[src/rtl/mem_port_arbiter.sv]
// Two-master round-robin arbiter for a single memory port with a fixed read latency.
// One access in flight at a time; read data is registered back to the winning master.
module mem_port_arbiter #(
    parameter int ADDR_W      = 24,
    parameter int DATA_W      = 16,
    parameter int MEM_LATENCY = 1
) (
    input  logic              clk,
    input  logic              reset,
    input  logic              m0_req,
    input  logic [ADDR_W-1:0] m0_addr,
    input  logic [DATA_W-1:0] m0_wdata,
    input  logic              m0_we,
    output logic              m0_gnt,
    output logic              m0_rvalid,
    output logic [DATA_W-1:0] m0_rdata,
    input  logic              m1_req,
    input  logic [ADDR_W-1:0] m1_addr,
    input  logic [DATA_W-1:0] m1_wdata,
    input  logic              m1_we,
    output logic              m1_gnt,
    output logic              m1_rvalid,
    output logic [DATA_W-1:0] m1_rdata,
    output logic [ADDR_W-1:0] mem_addr,
    output logic [DATA_W-1:0] mem_wdata,
    output logic              mem_we,
    input  logic [DATA_W-1:0] mem_rdata
);

    typedef enum logic [1:0] {IDLE, ACCESS, WAIT, RESP} state_t;

    localparam logic [3:0] WAIT_INIT = 4'(MEM_LATENCY - 1);

    state_t     state, state_nxt;
    logic       last_gnt;
    logic       win_id;
    logic       we_q;
    logic [3:0] lat_cnt;
    logic       arb_open;
    logic       any_req;
    logic       pick;

    // RESP doubles as an arbitration slot so back-to-back accesses lose no cycle.
    assign arb_open = (state == IDLE) || (state == RESP);
    assign any_req  = m0_req || m1_req;
    assign pick     = (m0_req && m1_req) ? ~last_gnt : m1_req;

    always_comb begin
        state_nxt = state;
        case (state)
            IDLE, RESP: state_nxt = any_req ? ACCESS : IDLE;
            ACCESS: begin
                if (we_q)                  state_nxt = IDLE;
                else if (MEM_LATENCY == 1) state_nxt = RESP;
                else                       state_nxt = WAIT;
            end
            WAIT:    state_nxt = (lat_cnt == 4'd1) ? RESP : WAIT;
            default: state_nxt = IDLE;
        endcase
    end

    assign m0_gnt = (state == ACCESS) && !win_id;
    assign m1_gnt = (state == ACCESS) &&  win_id;
    assign mem_we = (state == ACCESS) &&  we_q;

    always_ff @(posedge clk) begin
        if (reset) begin
            state     <= IDLE;
            last_gnt  <= 1'b1;
            win_id    <= 1'b0;
            we_q      <= 1'b0;
            lat_cnt   <= 4'd0;
            mem_addr  <= '0;
            mem_wdata <= '0;
            m0_rvalid <= 1'b0;
            m1_rvalid <= 1'b0;
            m0_rdata  <= '0;
            m1_rdata  <= '0;
        end else begin
            state     <= state_nxt;
            m0_rvalid <= 1'b0;
            m1_rvalid <= 1'b0;

            if (arb_open && any_req) begin
                win_id    <= pick;
                last_gnt  <= pick;
                we_q      <= pick ? m1_we    : m0_we;
                mem_addr  <= pick ? m1_addr  : m0_addr;
                mem_wdata <= pick ? m1_wdata : m0_wdata;
            end

            if (state == ACCESS)    lat_cnt <= WAIT_INIT;
            else if (state == WAIT) lat_cnt <= lat_cnt - 4'd1;

            // win_id still names the finishing access here; any new winner lands next cycle.
            if (state == RESP) begin
                if (win_id) begin
                    m1_rdata  <= mem_rdata;
                    m1_rvalid <= 1'b1;
                end else begin
                    m0_rdata  <= mem_rdata;
                    m0_rvalid <= 1'b1;
                end
            end
        end
    end

endmodule
[config.mk]
export PLATFORM = sky130hd
export DESIGN_NAME = mem_port_arbiter
export DESIGN_NICKNAME = d
export VERILOG_FILES = /design/src/rtl/mem_port_arbiter.sv
export SDC_FILE = /design/constraint.sdc
export NUM_CORES = 1
export LEC_CHECK = 0
export BUFFER_PORTS_ARGS = -buffer_cell sky130_fd_sc_hd__buf_2
export CORE_ASPECT_RATIO = 0.6
export CORE_MARGIN = 2
export CORE_UTILIZATION = 41
export DETAILED_ROUTE_END_ITERATION = 16
export GPL_ROUTABILITY_DRIVEN = 0
export PLACE_DENSITY = 0.75
export REMOVE_ABC_BUFFERS = 1
export SETUP_SLACK_MARGIN = 0.02
export SYNTH_ARGS = -nofsm -noshare
export SYNTH_HDL_FRONTEND = slang
export SYNTH_SLANG_ARGS = --single-unit
[constraint.sdc]
create_clock -name clk -period 1.5 [get_ports clk]
set_input_delay 0.45 -clock clk [delete_from_list [all_inputs] [get_ports clk]]
set_output_delay 0.45 -clock clk [all_outputs]
set_load 0.005 [all_outputs]
# Word-level counts from Yosys, hierarchy flattened
# Index checks and enable logic that the tools add are counted.
# totals
register_bits	83
in_bits	102
output_inout_bits	77
word_cells	43
# op_classes
n_addsub	1
eq_ne	4
n_mux	10
bitwise	3
reduce_logical	14
# ops
cell	count
24-bit 2-to-1 mux	1
16-bit 2-to-1 mux	1
1-bit 2-to-1 mux	6
2-bit one-hot mux with 3 select lines	1
2-bit OR reduction	3
1-bit logical AND	5
2-bit == test, second input constant	2
4-bit by 1-bit == test with 1-bit output, second input constant	1
2-bit AND reduction	2
4-bit by 1-bit subtractor with 4-bit output, second input constant	1
1-bit NOT	3
2-bit by 1-bit == test with 1-bit output, second input constant	1
2-bit logical NOT	1
1-bit logical OR	2
2-bit 2-to-1 mux	1
1-bit logical NOT	1

# Logic depth before layout (Yosys ltp)
# depth
depth_word	3
mapped_depth	7
mapped_depth_nobuf	5

# Worst setup path before layout
# Ideal clock, no wire load.
# synth_timing
path_type	reg-to-reg
start	register state[0]
end	register mem_addr[21]
setup_ns	0.087
arrival_time_ns	1.403
t_required_ns	1.413
path_slack_ns	0.010
path_stages_with_launch	8
path_buffers	2
period_less_slack_ns	1.490
cell_sequence	dfxtp_1 > inv_1 > ha_1 > clkbuf_2 > o21a_1 > buf_6 > nor2_1 > a211oi_1
# synth_between
elab_chain_len	3
elab_cells_between_ends	4
cone_classes	eq/ne: 1; reduce/logical: 3
# synth_lines
element	line_no	text
start, declared	34	state_t state, state_nxt;
start signal, assigned	80	state <= state_nxt;
2-bit == test / 2-bit logical NOT (equally long branches)	44	assign arb_open = (state == IDLE) || (state == RESP);
1-bit logical OR (*)	44	
1-bit logical AND (*)	84	if (arb_open && any_req) begin
end signal, assigned	88	mem_addr <= pick ? m1_addr : m0_addr;
end, declared	24	output logic [ADDR_W-1:0] mem_addr,
# Mark *: on every way between the ends. The rest lies on a longest branch, timed or not.
# A chain may end at the register's enable or synchronous reset.

# Worst setup path after layout
# layout_timing
start	register state[0]
end	output port m1_gnt
# layout_between
elab_chain_len	2
# layout_lines
element	line_no	text
2-bit by 1-bit == test with 1-bit output	63	assign m1_gnt = (state == ACCESS) && win_id;
1-bit logical AND	63	
end, declared	21	output logic m1_gnt,
# No other way between the ends.

==> impl_metrics.tcl <==
set metrics [dict create \
    vias_per_cell 5.18 \
    cp_data_arrival_time_ns 1.21 \
    setup-tns-final_ns -2.28 \
    wirelength_met1_mm 4.93 \
    die_area_sq_um 9110 \
    cts_root_buf "clkbuf_16" \
    reg2reg_depth 8 \
    fin_crit_ns 1.66 \
    p_leak_nw 2.42 \
    holdWs_ns 0.362 \
    drc_errors 0 \
    cts_tree "yes" \
    io_buffers 178 \
    chipWidth_um 122 \
    reg2reg_to "mem_wdata[10]$_SDFFE_PP0P_" \
    initial_core_util_pct 42.9 \
    diodes 0 \
    yosys_warnings 0 \
    startpoint_type "register" \
    required_ns 1.05 \
    ys_seq_area_share_pct 48.6 \
    vias 3730 \
    min_period_over_period_pct 111 \
    first_iter_violations 271 \
    area_growth_syn_to_layout_pct 56.6 \
    grt_pass1_wl_mm 15.4 \
    wl_mm 11.3 \
    numCtsBuffers 9 \
    rows 25 \
    peakVddDrop_mv 0.590 \
    clk_pin_slew_ns 0.06 \
    path_class "register to output pin" \
    cpPeakStageDelay_ns 0.32 \
    netlist_area_sq_um 3420 \
    ios 179 \
    rsz0062_at_grt "yes" \
    violations "negative setup slack" \
    core-area_sq_um 7980 \
    dieHeight_um 74.7 \
    final_util_pct 67.1 \
    cts_sinks 83 \
    met2_length_mm 5.36 \
    dp_hpwl_mm 7.40 \
    place_area_sq_um 4490 \
    routedWlPerCell_um 15.7 \
    grt_start_max_net_pins 46 \
    final_common_cell "buf_2" \
    ys_types 31 \
    gr-total-overflow 0 \
    hp-class "input port to register" \
    max-cap-violations 0 \
    final_nets 714 \
    whs_path_depth 3 \
    syn_avg_cell_area_sq_um 8.16 \
    worstSkewPairLatency_ns 0.33 \
    finalMaxSlewViolations 0 \
    fmax_mhz 601 \
    track_usage_pct 21.3 \
    worstPathCellList "buf_4 > ha_4 > and2_4 > buf_6" \
    grt_pass1_vias 3341 \
    fin_area_sq_um 5350 \
    r2r_slack_ns -0.10 \
    ant_nets 0 \
    htree_num_levels 3 \
    r2r-start "state[1]$_SDFF_PP0_" \
    antenna_found_initial 0 \
    hold_buffers 0 \
    drive_gt1_share_pct 48.9 \
    crit_slowest_cell "dfxtp_1" \
    final_cell_mix "buf_2, nand2_1, dfxtp_1" \
    finalWorstSetupSlack_ns -0.163 \
    powerDensity_nw_per_um2 1180 \
    startpoint "state[0]$_SDFF_PP0_" \
    relSlewSlack_pct 73.9 \
    crit_fanout 4 \
    met3WireLength_um 981 \
    setup_viol 41 \
    syn_inst 419 \
    worstSetupEndpointType "output pin" \
    highest_layer "met4" \
    endpoint "m1_gnt" \
    worstMarginPinSlew_ns 0.390 \
    finalHoldViolations 0 \
    drt_pre_antenna_iters 5 \
    outcome "finished, violations left" \
    finalClockSkew_ns 0.00577 \
    cts.path.max_buffers 2 \
    ys_seq_elements 83 \
]
-- routing by layer --
metal,global-route usage [%],vias up
met4,5.75,0
met1,26.5,1758
li1,-,1793
met2,36.7,173
met3,6.59,6
met5,0,-
-- logic make-up (layout without fill, tap and decap cells) --
kind of cell,after synthesis,count (layout),synth area share [%]
fa+ha+maj,5,5,1.83
flops,83,83,48.6
xor+xnor,3,3,0.769
compound gates,124,124,23.5
buf+inv,37,230,5.89
simple gates,167,167,19.4
-- synth_stat cells, drive strengths merged --
master	number	area (sq um)
a2111oi	1	8.76
a211oi	41	353
a21bo	1	10.0
a21boi	1	18.8
a21oi	75	375
a22oi	1	7.51
a31oi	1	6.26
and2	3	18.8
buf	21	139
clkbuf	12	47.6
dfxtp	83	1660
ha	5	62.6
inv	4	15.0
nand2	107	402
nand2b	1	6.26
nor2	46	173
nor2b	3	18.8
nor3	4	20.0
nor4b	1	8.76
nor4bb	1	10.0
o21a	1	7.51
o21ai	1	8.76
o21bai	1	7.51
or2	1	6.26
xnor2	2	17.5
xor2	1	8.76
-- how the worst min path moves through the flow --
stage | end | from
final | mem_addr[0]$_SDFFE_PP0P_ | m0_addr[0]
after global routing | mem_wdata[9]$_SDFFE_PP0P_ | m0_wdata[9]
after CTS | mem_addr[16]$_SDFFE_PP0P_ | m0_addr[16]
after detailed placement | m1_rdata[11]$_SDFFE_PP0P_ | m1_rdata[11]$_SDFFE_PP0P_
after global placement | m1_rdata[3]$_SDFFE_PP0P_ | m1_rdata[3]$_SDFFE_PP0P_
after floorplan | m0_rdata[0]$_SDFFE_PP0P_ | m0_rdata[0]$_SDFFE_PP0P_
-- layout make-up --
type / instances / area [sq um]
timing repair buffer: 210 / 1350
tap: 108 / 135
clock buffer: 12 / 246
multi-input combinational: 299 / 1860
sequential: 83 / 1660
clock inverter: 4 / 73.8
inverter: 4 / 17.5
fill: 649 / 2630
-- state kept, by name, indices dropped and copies added (netlist names), 2 cells and up --
name       count
mem_addr      24
m0_rdata      16
m1_rdata      16
mem_wdata     16
lat_cnt        4
state          2
-- metrics by stage --
stage	instances	setup slack (ns)	power, mW
after floorplan	386	-0.405	3.02
after global placement	692	-0.202	3.58
after detailed placement	692	-0.292	3.61
after CTS	709	-0.182	5.99
after global routing	720	-0.192	6.59
final	720	-0.163	6.32
-- timing repair --
action / 4_1_cts / 5_1_grt
endpoints found under the setup margin: 77 / 55
cloned: 0 / 5
resized for setup: 15 / 78
setup buffers: 1 / 6
pin swaps: 3 / 25
-- power by group --
group / switching [mW] / total (mW) / internal, mW
registers: 0.102 / 2.48 / 2.38
clock network: 0.844 / 2.35 / 1.50
logic: 0.759 / 1.49 / 0.732
total: 1.71 / 6.32 / 4.62
-- critical path, delay by kind of cell (launching register included) --
family / cells / cell delay [ns]
DFF: 1 / 0.32
buffers and inverters: 2 / 0.26
adders and majority gates: 1 / 0.17
and+or+nand+nor: 1 / 0.14
(Power assumes the default switching activity.)
